===== src/rtl/ucie_rdi_pkg.sv =====
// Shared RDI definitions: status encodings, FSM state enum and decode helpers.
package ucie_rdi_pkg;

    // Encodings carried on pl_state_sts / lp_state_req.
    localparam logic [3:0] StsNop       = 4'h0;
    localparam logic [3:0] StsActive    = 4'h1;
    localparam logic [3:0] StsL1        = 4'h4;
    localparam logic [3:0] StsL2        = 4'h8;
    localparam logic [3:0] StsLinkReset = 4'h9;
    localparam logic [3:0] StsLinkError = 4'hA;
    localparam logic [3:0] StsRetrain   = 4'hB;
    localparam logic [3:0] StsDisabled  = 4'hC;

    typedef enum logic [3:0] {
        StReset,
        StActive,
        StStallWait,
        StL1,
        StL2,
        StLinkReset,
        StLinkError,
        StRetrain,
        StDisabled
    } pl_state_e;

    // Status reported for a settled state; the stall handshake still reads as Active.
    function automatic logic [3:0] state_sts(input pl_state_e st);
        logic [3:0] sts;
        sts = StsNop;
        case (st)
            StActive, StStallWait: sts = StsActive;
            StL1:                  sts = StsL1;
            StL2:                  sts = StsL2;
            StLinkReset:           sts = StsLinkReset;
            StLinkError:           sts = StsLinkError;
            StRetrain:             sts = StsRetrain;
            StDisabled:            sts = StsDisabled;
            default:               sts = StsNop;
        endcase
        return sts;
    endfunction

    // Requests that must go through the stall handshake when seen in Active.
    function automatic logic is_stall_target(input logic [3:0] req);
        return (req == StsL1) || (req == StsL2) || (req == StsLinkReset) ||
               (req == StsDisabled);
    endfunction

    function automatic pl_state_e req_to_state(input logic [3:0] req);
        pl_state_e st;
        st = StReset;
        case (req)
            StsL1:        st = StL1;
            StsL2:        st = StL2;
            StsLinkReset: st = StLinkReset;
            StsDisabled:  st = StDisabled;
            default:      st = StReset;
        endcase
        return st;
    endfunction

    // States in which the adapter clock may be gated.
    function automatic logic is_clk_gated(input pl_state_e st);
        return (st == StL1) || (st == StL2) || (st == StDisabled);
    endfunction

endpackage


===== src/rtl/ucie_rdi_timer.sv =====
// Residency / timeout counter: cleared by load, counts while enabled, saturates at expiry.
module ucie_rdi_timer #(
    parameter int unsigned Width = 16
) (
    input  logic             clk_i,
    input  logic             resetn_i,
    input  logic             load_i,
    input  logic             en_i,
    input  logic [Width-1:0] limit_i,
    output logic             expire_o
);

    logic [Width-1:0] count_q;
    logic [Width-1:0] count_d;

    // Expires on the limit-th enabled cycle after load; a zero limit expires at once.
    assign expire_o = ({1'b0, count_q} + {{Width{1'b0}}, 1'b1}) >= {1'b0, limit_i};

    // Next count: load clears, enable advances until expiry.
    always_comb begin
        count_d = count_q;
        if (load_i) begin
            count_d = '0;
        end else if (en_i && !expire_o) begin
            count_d = count_q + 1'b1;
        end
    end

    // Count register with synchronous reset.
    always_ff @(posedge clk_i) begin
        if (!resetn_i) begin
            count_q <= '0;
        end else begin
            count_q <= count_d;
        end
    end

endmodule


===== src/rtl/ucie_rdi_pl_state_ctrl.sv =====
// Physical-layer side RDI state controller: stall handshake, low-power clock
// handshake, retrain residency and error escalation. All outputs are registered.
module ucie_rdi_pl_state_ctrl
    import ucie_rdi_pkg::*;
#(
    parameter int unsigned STALL_TIMEOUT  = 1024,
    parameter int unsigned RETRAIN_CYCLES = 16
) (
    input  logic       clk,
    input  logic       resetn,
    input  logic       lt_link_up,
    input  logic       lt_error,
    input  logic       lt_retrain_req,
    input  logic [3:0] lp_state_req,
    input  logic       lp_stallack,
    input  logic       lp_wake_req,
    input  logic       lp_clk_ack,
    output logic [3:0] pl_state_sts,
    output logic       pl_stallreq,
    output logic       pl_wake_ack,
    output logic       pl_clk_req,
    output logic       pl_tx_ready,
    output logic       link_up,
    output logic       link_error,
    output logic [7:0] link_status
);

    localparam logic [15:0] StallLimit   = 16'(STALL_TIMEOUT);
    localparam logic [15:0] RetrainLimit = 16'(RETRAIN_CYCLES);

    pl_state_e   state_q, state_d;
    pl_state_e   tgt_q, tgt_d;     // destination once the stall handshake completes
    pl_state_e   exit_q, exit_d;   // destination once the clock is acknowledged
    logic        clk_pend_q, clk_pend_d;
    logic        wake_ack_q;
    logic [3:0]  sts_q, sts_d;
    logic        stallreq_q, stallreq_d;
    logic        clk_req_q, clk_req_d;
    logic        tx_ready_q, tx_ready_d;
    logic        link_up_q;
    logic        link_error_q, link_error_d;

    logic        tmr_load;
    logic        tmr_en;
    logic [15:0] tmr_limit;
    logic        tmr_expire;

    assign tmr_en    = (state_q == StStallWait) || (state_q == StRetrain);
    assign tmr_limit = (state_q == StStallWait) ? StallLimit : RetrainLimit;

    ucie_rdi_timer #(
        .Width (16)
    ) u_timer (
        .clk_i    (clk),
        .resetn_i (resetn),
        .load_i   (tmr_load),
        .en_i     (tmr_en),
        .limit_i  (tmr_limit),
        .expire_o (tmr_expire)
    );

    // Next-state logic and next values of the registered outputs.
    always_comb begin
        state_d    = state_q;
        tgt_d      = tgt_q;
        exit_d     = exit_q;
        clk_pend_d = clk_pend_q;

        if (lt_error) begin
            state_d    = StLinkError;
            clk_pend_d = 1'b0;
        end else begin
            unique case (state_q)
                StReset: begin
                    if ((lp_state_req == StsActive) && lt_link_up && wake_ack_q) begin
                        state_d = StActive;
                    end
                end
                StActive: begin
                    // Adapter requests take priority over a PHY retrain in the same cycle.
                    if (is_stall_target(lp_state_req)) begin
                        tgt_d   = req_to_state(lp_state_req);
                        state_d = StStallWait;
                    end else if (lt_retrain_req) begin
                        tgt_d   = StRetrain;
                        state_d = StStallWait;
                    end
                end
                StStallWait: begin
                    if (lp_stallack) begin
                        state_d = tgt_q;
                    end else if (tmr_expire) begin
                        state_d = StLinkError;
                    end
                end
                StL1, StL2, StDisabled: begin
                    // Raise the clock request first, leave only after the ack is seen.
                    if (clk_pend_q) begin
                        if (lp_clk_ack) begin
                            state_d    = exit_q;
                            clk_pend_d = 1'b0;
                        end
                    end else if (lp_state_req == StsActive) begin
                        clk_pend_d = 1'b1;
                        exit_d     = (state_q == StL1) ? StRetrain : StReset;
                    end
                end
                StLinkReset, StLinkError: begin
                    if (lp_state_req == StsActive) begin
                        state_d = StReset;
                    end
                end
                StRetrain: begin
                    if (tmr_expire && lt_link_up) begin
                        state_d = StActive;
                    end
                end
                default: state_d = StReset;
            endcase
        end

        tmr_load = (state_d != state_q) &&
                   ((state_d == StStallWait) || (state_d == StRetrain));

        sts_d        = state_sts(state_d);
        stallreq_d   = (state_d == StStallWait);
        clk_req_d    = !is_clk_gated(state_d) || clk_pend_d;
        tx_ready_d   = (state_d == StActive);
        link_error_d = (state_d == StLinkError);
    end

    // State and output registers with synchronous active-low reset.
    always_ff @(posedge clk) begin
        if (!resetn) begin
            state_q      <= StReset;
            tgt_q        <= StReset;
            exit_q       <= StReset;
            clk_pend_q   <= 1'b0;
            wake_ack_q   <= 1'b0;
            sts_q        <= StsNop;
            stallreq_q   <= 1'b0;
            clk_req_q    <= 1'b1;
            tx_ready_q   <= 1'b0;
            link_up_q    <= 1'b0;
            link_error_q <= 1'b0;
        end else begin
            state_q      <= state_d;
            tgt_q        <= tgt_d;
            exit_q       <= exit_d;
            clk_pend_q   <= clk_pend_d;
            wake_ack_q   <= lp_wake_req;
            sts_q        <= sts_d;
            stallreq_q   <= stallreq_d;
            clk_req_q    <= clk_req_d;
            tx_ready_q   <= tx_ready_d;
            link_up_q    <= tx_ready_d;
            link_error_q <= link_error_d;
        end
    end

    assign pl_state_sts = sts_q;
    assign pl_stallreq  = stallreq_q;
    assign pl_wake_ack  = wake_ack_q;
    assign pl_clk_req   = clk_req_q;
    assign pl_tx_ready  = tx_ready_q;
    assign link_up      = link_up_q;
    assign link_error   = link_error_q;
    // pend and stall both track the stall handshake.
    assign link_status  = {stallreq_q, stallreq_q, 2'b00, sts_q};

endmodule


===== config.mk =====
export PLATFORM = sky130hd
export DESIGN_NAME = ucie_rdi_pl_state_ctrl
export DESIGN_NICKNAME = d
export VERILOG_FILES = /design/src/rtl/ucie_rdi_pkg.sv /design/src/rtl/ucie_rdi_timer.sv /design/src/rtl/ucie_rdi_pl_state_ctrl.sv
export SDC_FILE = /design/constraint.sdc
export NUM_CORES = 1
export LEC_CHECK = 0
export CAP_MARGIN = 20
export CORE_UTILIZATION = 57
export DETAILED_ROUTE_END_ITERATION = 10
export PLACE_DENSITY = 0.93
export SYNTH_ARGS = -nofsm -noshare
export SYNTH_HDL_FRONTEND = slang
export SYNTH_HIERARCHICAL = 1
export SYNTH_SLANG_ARGS = --single-unit

===== constraint.sdc =====
create_clock -name clk -period 5.35 [get_ports clk]
set_input_delay 1.07 -clock clk [delete_from_list [all_inputs] [get_ports clk]]
set_output_delay 1.07 -clock clk [all_outputs]
set_load 0.05 [all_outputs]

* Word-level counts from Yosys, hierarchy flattened
Memory sizes are Yosys's and may differ from the RTL's. A register that Yosys moved wholly into a read port is not among the register bits. Cells that the tools add are included.
Word-level totals: flip-flop bits (word level) 34, word-level logic and storage cells 82, memories kept 1, memory bits (read-only) 64
Operators by class: add/sub/neg operators 2, mux-type cells 21, equal/unequal tests 21, reduce and logical (&&, ||, !) cells 23, bitwise operators 3, magnitude comparators 1
Memories:
- (no name shown) | words 16, width 4, read ports 1, clocked after memory_dff 1, write ports 0, line ucie_rdi_pkg.sv:30 | case (st)
Operator list (number):
- 4-bit two-way mux | 12
- 4-bit by 3-bit == test with 1-bit output (second input constant) | 8
- 4-bit case mux with 6 select lines | 1
- 4-bit == test (second input constant) | 5
- 16-bit by 1-bit adder with 17-bit output (second input constant) | 1
- 17-bit by 11-bit greater-or-equal comparator with 1-bit output | 1
- 16-bit by 1-bit adder with 16-bit output (second input constant) | 1
- 4-bit by 2-bit == test with 1-bit output (second input constant) | 4
- 4-bit case mux with 4 select lines | 1
- 4-bit by 1-bit == test with 1-bit output (second input constant) | 3
- 11-bit two-way mux | 1
- 1-bit logical OR | 8
- 1-bit logical AND | 5
- 1-bit two-way mux | 5
- 4-bit logical NOT | 1
- 4-bit inequality test | 1
- 4-bit AND reduction | 1
- 2-bit OR reduction | 2
- 1-bit logical NOT | 3
- 3-bit two-way mux | 1
- 1-bit inverter | 3
- 3-bit AND reduction | 1
- 3-bit OR reduction | 1
- 2-bit nonzero test | 1

* Logic depth before layout (Yosys ltp)
Gate-level depths: netlist of run 1.
word-level depth 12, depth in mapped cells 22

* Modules after synthesis
Netlist of run 1, hierarchy kept.
By module, submodules not included:
- ucie_rdi_timer | area an instance 1375.1 µm², instances 1, cells an instance 173
- ucie_rdi_pl_state_ctrl | area an instance 1356.3 µm², instances 1, cells an instance 160

* Worst setup path before layout of run 1
No wires, ideal clock.
kind register -> register, from register u_timer.count_q[0], to register u_timer.count_q[10], clock period less this slack 4532 ps, setup time 132 ps, arrival 4399 ps, cell stages (with the launch flop) 23, path slack 818 ps, cell sequence dfxtp_1 -> ha_1 -> nand3_1 -> nor2_1 -> nand2_1 -> xnor2_1 -> ha_1 -> a211oi_2 -> nor2_1 -> o41ai_1 -> nand4_1 -> nand2_1 -> a21oi_1 -> o211ai_1 -> a21oi_1 -> inv_1 -> ha_1 -> mux2i_1 -> a311oi_1 -> nand2b_1 -> buf_1 -> clkbuf_1 -> a21oi_1
On the way: word-level cells in the longest chain between the ends 10
Ends and longest elaborated chain:
- start, declared | line ucie_rdi_timer.sv:13 | logic [Width-1:0] count_q;
- start signal, assigned | line ucie_rdi_timer.sv:34 | count_q <= count_d;
- 16-bit by 1-bit adder with 17-bit output * | line ucie_rdi_timer.sv:17 | assign expire_o = ({1'b0, count_q} + {{Width{1'b0}}, 1'b1}) >= {1'b0, limit_i};
- 17-bit by 11-bit greater-or-equal comparator with 1-bit output * | line ucie_rdi_timer.sv:17
- net tmr_expire | line ucie_rdi_pl_state_ctrl.sv:46 | logic tmr_expire;
- 4-bit two-way mux / 1-bit logical AND (equally long branches) | line ucie_rdi_pl_state_ctrl.sv:92, ucie_rdi_pl_state_ctrl.sv:114
- 4-bit two-way mux, on equally long branches | line ucie_rdi_pl_state_ctrl.sv:90, ucie_rdi_pl_state_ctrl.sv:114
- 4-bit case mux with 6 select lines * | line ucie_rdi_pl_state_ctrl.sv:73 | unique case (state_q)
- 4-bit two-way mux * | line ucie_rdi_pl_state_ctrl.sv:69 | if (lt_error) begin
- net state_d[1] | line ucie_rdi_pl_state_ctrl.sv:31 | pl_state_e state_q, state_d;
- 4-bit by 2-bit == test with 1-bit output / 4-bit by 3-bit == test with 1-bit output (equally long branches) | line ucie_rdi_pl_state_ctrl.sv:123 | ((state_d == StStallWait) || (state_d == StRetrain));
- 1-bit logical OR | line ucie_rdi_pl_state_ctrl.sv:123
- 1-bit logical AND * | line ucie_rdi_pl_state_ctrl.sv:122 | tmr_load = (state_d != state_q) &&
- net tmr_load | line ucie_rdi_pl_state_ctrl.sv:43 | logic tmr_load;
- 2-bit OR reduction (no line) *
The timed path passes the listed nets; every way through them passes the cells marked *. A chain may end at the register's enable or synchronous reset.

* Final worst setup path of run 1
from register u_timer.count_q[0], to register u_timer.count_q[6]
The elaborated chain is that of the path after synthesis.

==> impl_metrics.toml, run 1 <==
[outcome]
outcome = "finished, final reports clean"

[pwr]
swShare_pct = 26.3
combPwrFrac_pct = 16.1
powerDensity_nw_per_um2 = 214
ir_worst_vdd_v = 0.000134
seqPwrFrac_pct = 41.0
pwr-share-clk_pct = 42.9
p_int_mw = 0.491
p_leak_nw = 1.23
power_switching_mw = 0.175

[floorplan]
pin_count = 30
dieArea_um2 = 5070
die_x_um = 71.2
fp.coreArea_um2 = 4470
die_h_um = 71.2
start_util_pct = 61.0
rows = 24

[placement]
place_inst = 403
hpwlAfterDp_mm = 4.74
routabilityCongestion = 0.916
io_buffers = 27

[clocking]
cts.sinks = 35
cts_root_buffer = "clkbuf_8"
cts_inserted_buffers = 5
clockBufferDepth = 2
h-tree-depth = 2
cts_tree = "yes"
clk_latency_ps = 300
clkTransAtPathRegs_ps = 70
cts_setup_buffers = 0

[grt]
grt_antenna_before_repair = 0
grt_pass1_vias = 2498
grt_max_degree = 26
grt_overflow = 0
grt_pass1_wl_mm = 11.0
grt_use_total_pct = 27.4

[yosys]
synth_common_cells = "dfxtp_1 (35), a21oi_1 (30), inv_1 (24)"
synth_area_leaders = "dfxtp_1 (26%), ha_1 (9.6%), a21oi_1 (5.5%)"
synth-edff-count = 0
synthCells = 333
synth_seq_cells = 35
synthFlopType = "dfxtp_1"
synth_top_area_share_pct = 25.7
yosys.area.top_type = "dfxtp_1"
async_flop_share_pct = 0
yosysMostFrequentCell = "dfxtp_1"
syn_avg_cell_area_um2 = 8.20
ys_types = 65
ys_seq_area_share_pct = 25.7
yosysWarnings = 6
syn-cell-area_um2 = 2730

[setup_path]
required_ps = 5570
reg2reg_depth = 21
crit_path_start_kind = "flop"
path_class = "flop to flop"
crit_path_max_incr_delay_ps = 400
cp-end-kind = "flop"
crit_path_top_delay_cell = "dfxtp_1"
cp.arrival_ps = 5030
path_cells = "ha_1 > nand3_1 > nor2_2 > nand2_1 > xnor2_1 > ha_1 > nand4_1 > nor3_1 > o41ai_1 > buf_4 > nand4_1 > nand2_1 > a21oi_1 > o211ai_1 > a21oi_1 > inv_1 > ha_1 > mux2i_1 > a311oi_1 > nand2b_2 > a21oi_1"
crit_fanout = 16

[sta]
relSlewSlack_pct = 43.6
skew_ps = 5.15
clock.fmax_ghz = 0.208
drv_slew = 0
rsz0062_at_grt = "false"
fin_crit_ps = 4810
hold_viol = 0
tns_ps = 0
period_share_pct = 89.9
finalSetupViolations = 0
tightest_slew_ps = 846

[finish]
multi_input_area_um2 = 1850
layout.cells.non_filler = 411
n_antenna_cell = 0
fill_cells = 365
syn2layout_area_growth_pct = 14.0
nets = 391
seqCellArea_um2 = 701
drive_gt1_share_pct = 6.69

[min_path]
holdCritPathClass = "flop to flop"
whs_path_depth = 1

[detailed_routing]
vias = 2577
drtIter0Drc = 171
drc = 0
wirelength_mm = 6.52
drtAntennaViolNets = 0
wl_per_cell_um = 15.9
vias_per_cell = 6.27
dr.pass1.iters = 5

[job]
drv_cap = 0
[cells by family (layout without fill, tap and decap cells)]
logic type               Yosys count  after routing  share of synthesized area [%]
XOR/XNOR                          16             16                           5.13
AO/OA/AOI/OAI                     86             86                           21.9
multiplexers                       4              4                           1.51
AND/OR/NAND/NOR                  121            121                           27.1
other                              1             16                          0.137
adder cells (fa/ha/maj)           21             21                           9.62
flip-flops                        35             35                           25.7
buffers and inverters             49             60                           8.98
[layer usage]
metal  vias up  wire [um]  GRT usage (%)
met2        97       3390           49.1
li1       1249          -              -
met4         0        141           12.0
met5         -          0              0
met1      1216       2670           31.7
met3        15        320           5.20
[path summary, 6_finish.rpt]
check	slack, ps	to	start
worst max-delay path	540	u_timer/count_q[6]	u_timer/count_q[0]
worst max register to register	540	u_timer/count_q[6]	u_timer/count_q[0]
worst min register to register	500	tgt_q[1]	tgt_q[1]
worst min-delay path	500	tgt_q[1]	tgt_q[1]
[registers in the layout (all words and copies together), names as in the netlist]
| signal | flops |
|---|---|
| state_q | 4 |
| pl_wake_ack | 1 |
| link_up | 1 |
| pl_clk_req | 1 |
| tgt_q | 4 |
| pl_state_sts | 4 |
| clk_pend_q | 1 |
| link_error | 1 |
| pl_stallreq | 1 |
| exit_q | 1 |
| u_timer/count_q | 16 |
[power by group through the flow]
stage | registers, mW | clock network, mW | logic, mW
final | 0.273 | 0.286 | 0.107
after detailed placement | 0.279 | 0 | 0.104
after global routing | 0.274 | 0.303 | 0.116
after CTS | 0.273 | 0.288 | 0.106
after global placement | 0.278 | 0 | 0.102
after floorplan | 0.285 | 0 | 0.0715
[critical path: cells and delay by family, from the launching register on]
| family | cells | cell delay, ps |
|---|---|---|
| adders and majority gates | 3 | 800 |
| DFF | 1 | 400 |
| buffers and inverters | 2 | 300 |
| xor gates and xnor gates | 1 | 180 |
| muxes | 1 | 150 |
| AOI/OAI and AO/OA | 6 | 1270 |
| and+or+nand+nor | 8 | 1650 |
[placed cells by master, fill, tap and decap left out, types with 2 or more instances in the layout]
master / n
o211a_1: 3
ha_1: 21
nand3_1: 14
or4_1: 11
and3_1: 8
a211oi_2: 2
o2111a_1: 2
o211ai_1: 3
nand4b_1: 2
xor2_1: 5
nand3b_1: 3
clkdlybuf4s50_1: 27
a21o_1: 6
a31o_2: 2
nand2b_1: 3
dfxtp_1: 35
nor2b_1: 9
o31ai_1: 10
o21ai_0: 8
mux2i_1: 3
and2_1: 6
xnor2_1: 11
conb_1: 16
inv_1: 24
o41ai_1: 3
nor3_1: 5
nor2_1: 17
a21oi_1: 30
clkbuf_8: 5
nand2_1: 14
or3_1: 5
nand4_1: 10
bufinv_16: 2
[what timing repair did]
action,CTS,global route
resized for setup,0,2
endpoints found under the setup margin,0,16
hold buffers,0,0
[final cells by class]
class                   instances  area share (%)
clock buffers                   6            2.33
clock inverters                 2            1.93
inverters                      24            2.89
multi-input cells             264            59.3
flip-flops and latches         35            22.5
well taps                      52            2.09
repair buffers                 28            8.92
[per-stage QoR]
step / cell area, um^2 / util (%) / worst slack, ps / power (mW) / hold slack (ps)
after floorplan: 2790 / - / 818 / 0.356 / 462
after global placement: 2980 / 66.5 / 664 / 0.380 / 481
after detailed placement: 2980 / 66.5 / 407 / 0.383 / 487
after CTS: 3110 / 69.5 / 356 / 0.667 / 504
after global routing: 3110 / 69.6 / 104 / 0.693 / 533
final: 3110 / 69.6 / 538 / 0.666 / 505
Power figures use the tool's default switching activity.
==> inputs of run 2 (changes only) <==
- CORE_UTILIZATION: 57 -> 61
- PLACE_DENSITY: 0.93 -> 0.95
- clock period: 5.35 -> 5.8 ns (I/O delays scaled with it)
==> impl_metrics.toml, run 2 (synthesized netlist as in run 1, its figures left out) <==
[setup_path]
crit_family = "simple AND/OR/NAND/NOR gates"
crit_fanout = 16
path_class = "flop to flop"
required_ps = 6000
path_cells = "ha_1 > nand3_1 > nor2_1 > nand4_1 > xnor2_1 > ha_1 > nand4_1 > nor3_1 > o41ai_1 > buf_4 > nand4_1 > nand2_1 > a21oi_1 > o211ai_1 > a21oi_1 > inv_1 > ha_1 > mux2i_1 > a311oi_1 > nand2b_1 > a21oi_1"
cp-end-kind = "flop"
cp.arrival_ps = 5280
cp_num_buf_inv = 2
crit_path_start_kind = "flop"
crit_path_top_delay_cell = "nand2b_1"
crit_path_max_incr_delay_ps = 460

[pwr]
ir_worst_vdd_v = 0.000151
powerDensity_nw_per_um2 = 173
seqPwrFrac_pct = 47.6
combPwrFrac_pct = 18.6
power_switching_mw = 0.156
p_int_mw = 0.374
pwr-share-clk_pct = 33.8
swShare_pct = 29.4
p_total_mw = 0.530
p_leak_nw = 1.21

[clocking]
cts.sinks = 35
cts_setup_buffers = 0
cts-resized-gates = 0
cts_inserted_buffers = 5
cts_hold_buf = 0
clk_latency_ps = 300
h-tree-depth = 2
cts_tree = "yes"
clockBufferDepth = 2
cts_root_buffer = "clkbuf_8"
clkTransAtPathRegs_ps = 60

[finish]
seqCellArea_um2 = 701
n_antenna_cell = 0
fill_cells = 300
layout_commonest_cell = "dfxtp_1"
layout_common_cells = "dfxtp_1 (35), a21oi_1 (30), clkdlybuf4s50_1 (27), inv_1 (24), ha_1 (21)"
top_register = "u_timer/count_q"
nets = 391
syn2layout_area_growth_pct = 12.0
drive_gt1_share_pct = 6.15
multi_input_area_um2 = 1840
largest_register_ffs = 16

[sta]
clock.fmax_ghz = 0.197
tightest_slew_ps = 852
fin_crit_ps = 5080
period_share_pct = 87.7
drv_slew = 0
finalSetupViolations = 0
setup_ws_ps = 716
skew_ps = 10.1
tns_ps = 0
hold_ws_ps = 514
rsz0062_at_grt = "false"
hold_viol = 0
relSlewSlack_pct = 43.2

[detailed_routing]
vias = 2603
dr.pass1.iters = 5
met2_length_mm = 2.88
wirelength_mm = 6.38
vias_per_cell = 6.38
drc = 0
highest_layer = "met4"
wl_per_cell_um = 15.6
drtAntennaViolNets = 0
drtIter0Drc = 313
wl_met3_um = 595
wl_met1_mm = 2.80

[floorplan]
die_h_um = 68.9
die_x_um = 68.9
fp.coreArea_um2 = 4140
start_util_pct = 65.9
pin_count = 30
dieArea_um2 = 4750
rows = 23

[grt]
grt_pass1_vias = 2307
grt_overflow = 0
grt_pass1_wl_mm = 10.6
grt_use_total_pct = 30.8
grt_max_degree = 26
grt_antenna_before_repair = 0

[placement]
place_ws_ps = 965
routabilityCongestion = 0.959
hpwlAfterDp_mm = 4.50
io_buffers = 27

[outcome]
outcome = "finished, final reports clean"

[job]
drv_cap = 0

[min_path]
holdCritPathClass = "flop to flop"
[run 2: cell types whose count changed in the layout (fill, tap and decap cells not counted), sizes merged]
| cell | before | now |
|---|---|---|
| bufinv | 2 | 0 |
| clkinv | 0 | 1 |
[run 2: power by group through the flow]
stage | clock network [mW] | logic (mW) | registers [mW]
finish | 0.179 | 0.0986 | 0.252
global route | 0.194 | 0.107 | 0.253
CTS | 0.179 | 0.0968 | 0.252
detailed placement | 0 | 0.0952 | 0.257
global placement | 0 | 0.0937 | 0.257
floorplan | 0 | 0.0659 | 0.263
[run 2: routing by layer]
metal,track usage [%],vias up
met1,40.1,1192
met4,9.69,0
met3,8.55,18
met5,0,-
met2,49.0,148
li1,-,1245
[run 2: worst register-to-register path: stages (launching register included)]
cell      delay (ps)
dfxtp_1          380
ha_1             230
nand3_1          190
nor2_1           370
nand4_1          230
xnor2_1          170
ha_1             290
nand4_1          140
nor3_1           280
o41ai_1          120
buf_4            170
nand4_1          100
nand2_1           80
a21oi_1          320
o211ai_1         220
a21oi_1          400
inv_1            140
ha_1             230
mux2i_1          140
a311oi_1          60
nand2b_1         460
a21oi_1          300
[run 2: metrics by stage]
| step | instances | utilization, % | cell area [um^2] |
|---|---|---|---|
| 2_1_floorplan | 348 | - | 2790 |
| 3_3_place_gp | 401 | 71.7 | 2970 |
| 3_5_place_dp | 401 | 71.7 | 2970 |
| 4_1_cts | 408 | 73.9 | 3060 |
| 5_1_grt | 408 | 73.9 | 3060 |
| 6_report | 408 | 73.9 | 3060 |
[run 2: final timing paths]
check | from | end | slack (ps) | cells past startpoint
max | u_timer/count_q[0] | u_timer/count_q[3] | 720 | 21
min | u_timer/count_q[1] | u_timer/count_q[1] | 510 | 2
max reg2reg | u_timer/count_q[0] | u_timer/count_q[3] | 720 | 21
min reg2reg | u_timer/count_q[1] | u_timer/count_q[1] | 510 | 2
[run 2: cell type report]
cell class,instances,share of cell area (%)
flip-flops and latches,35,22.9
inverters,24,2.94
repair buffers,28,9.08
well taps,50,2.04
clock inverters,1,0.164
clock buffers,6,2.70
multi-input cells,264,60.2
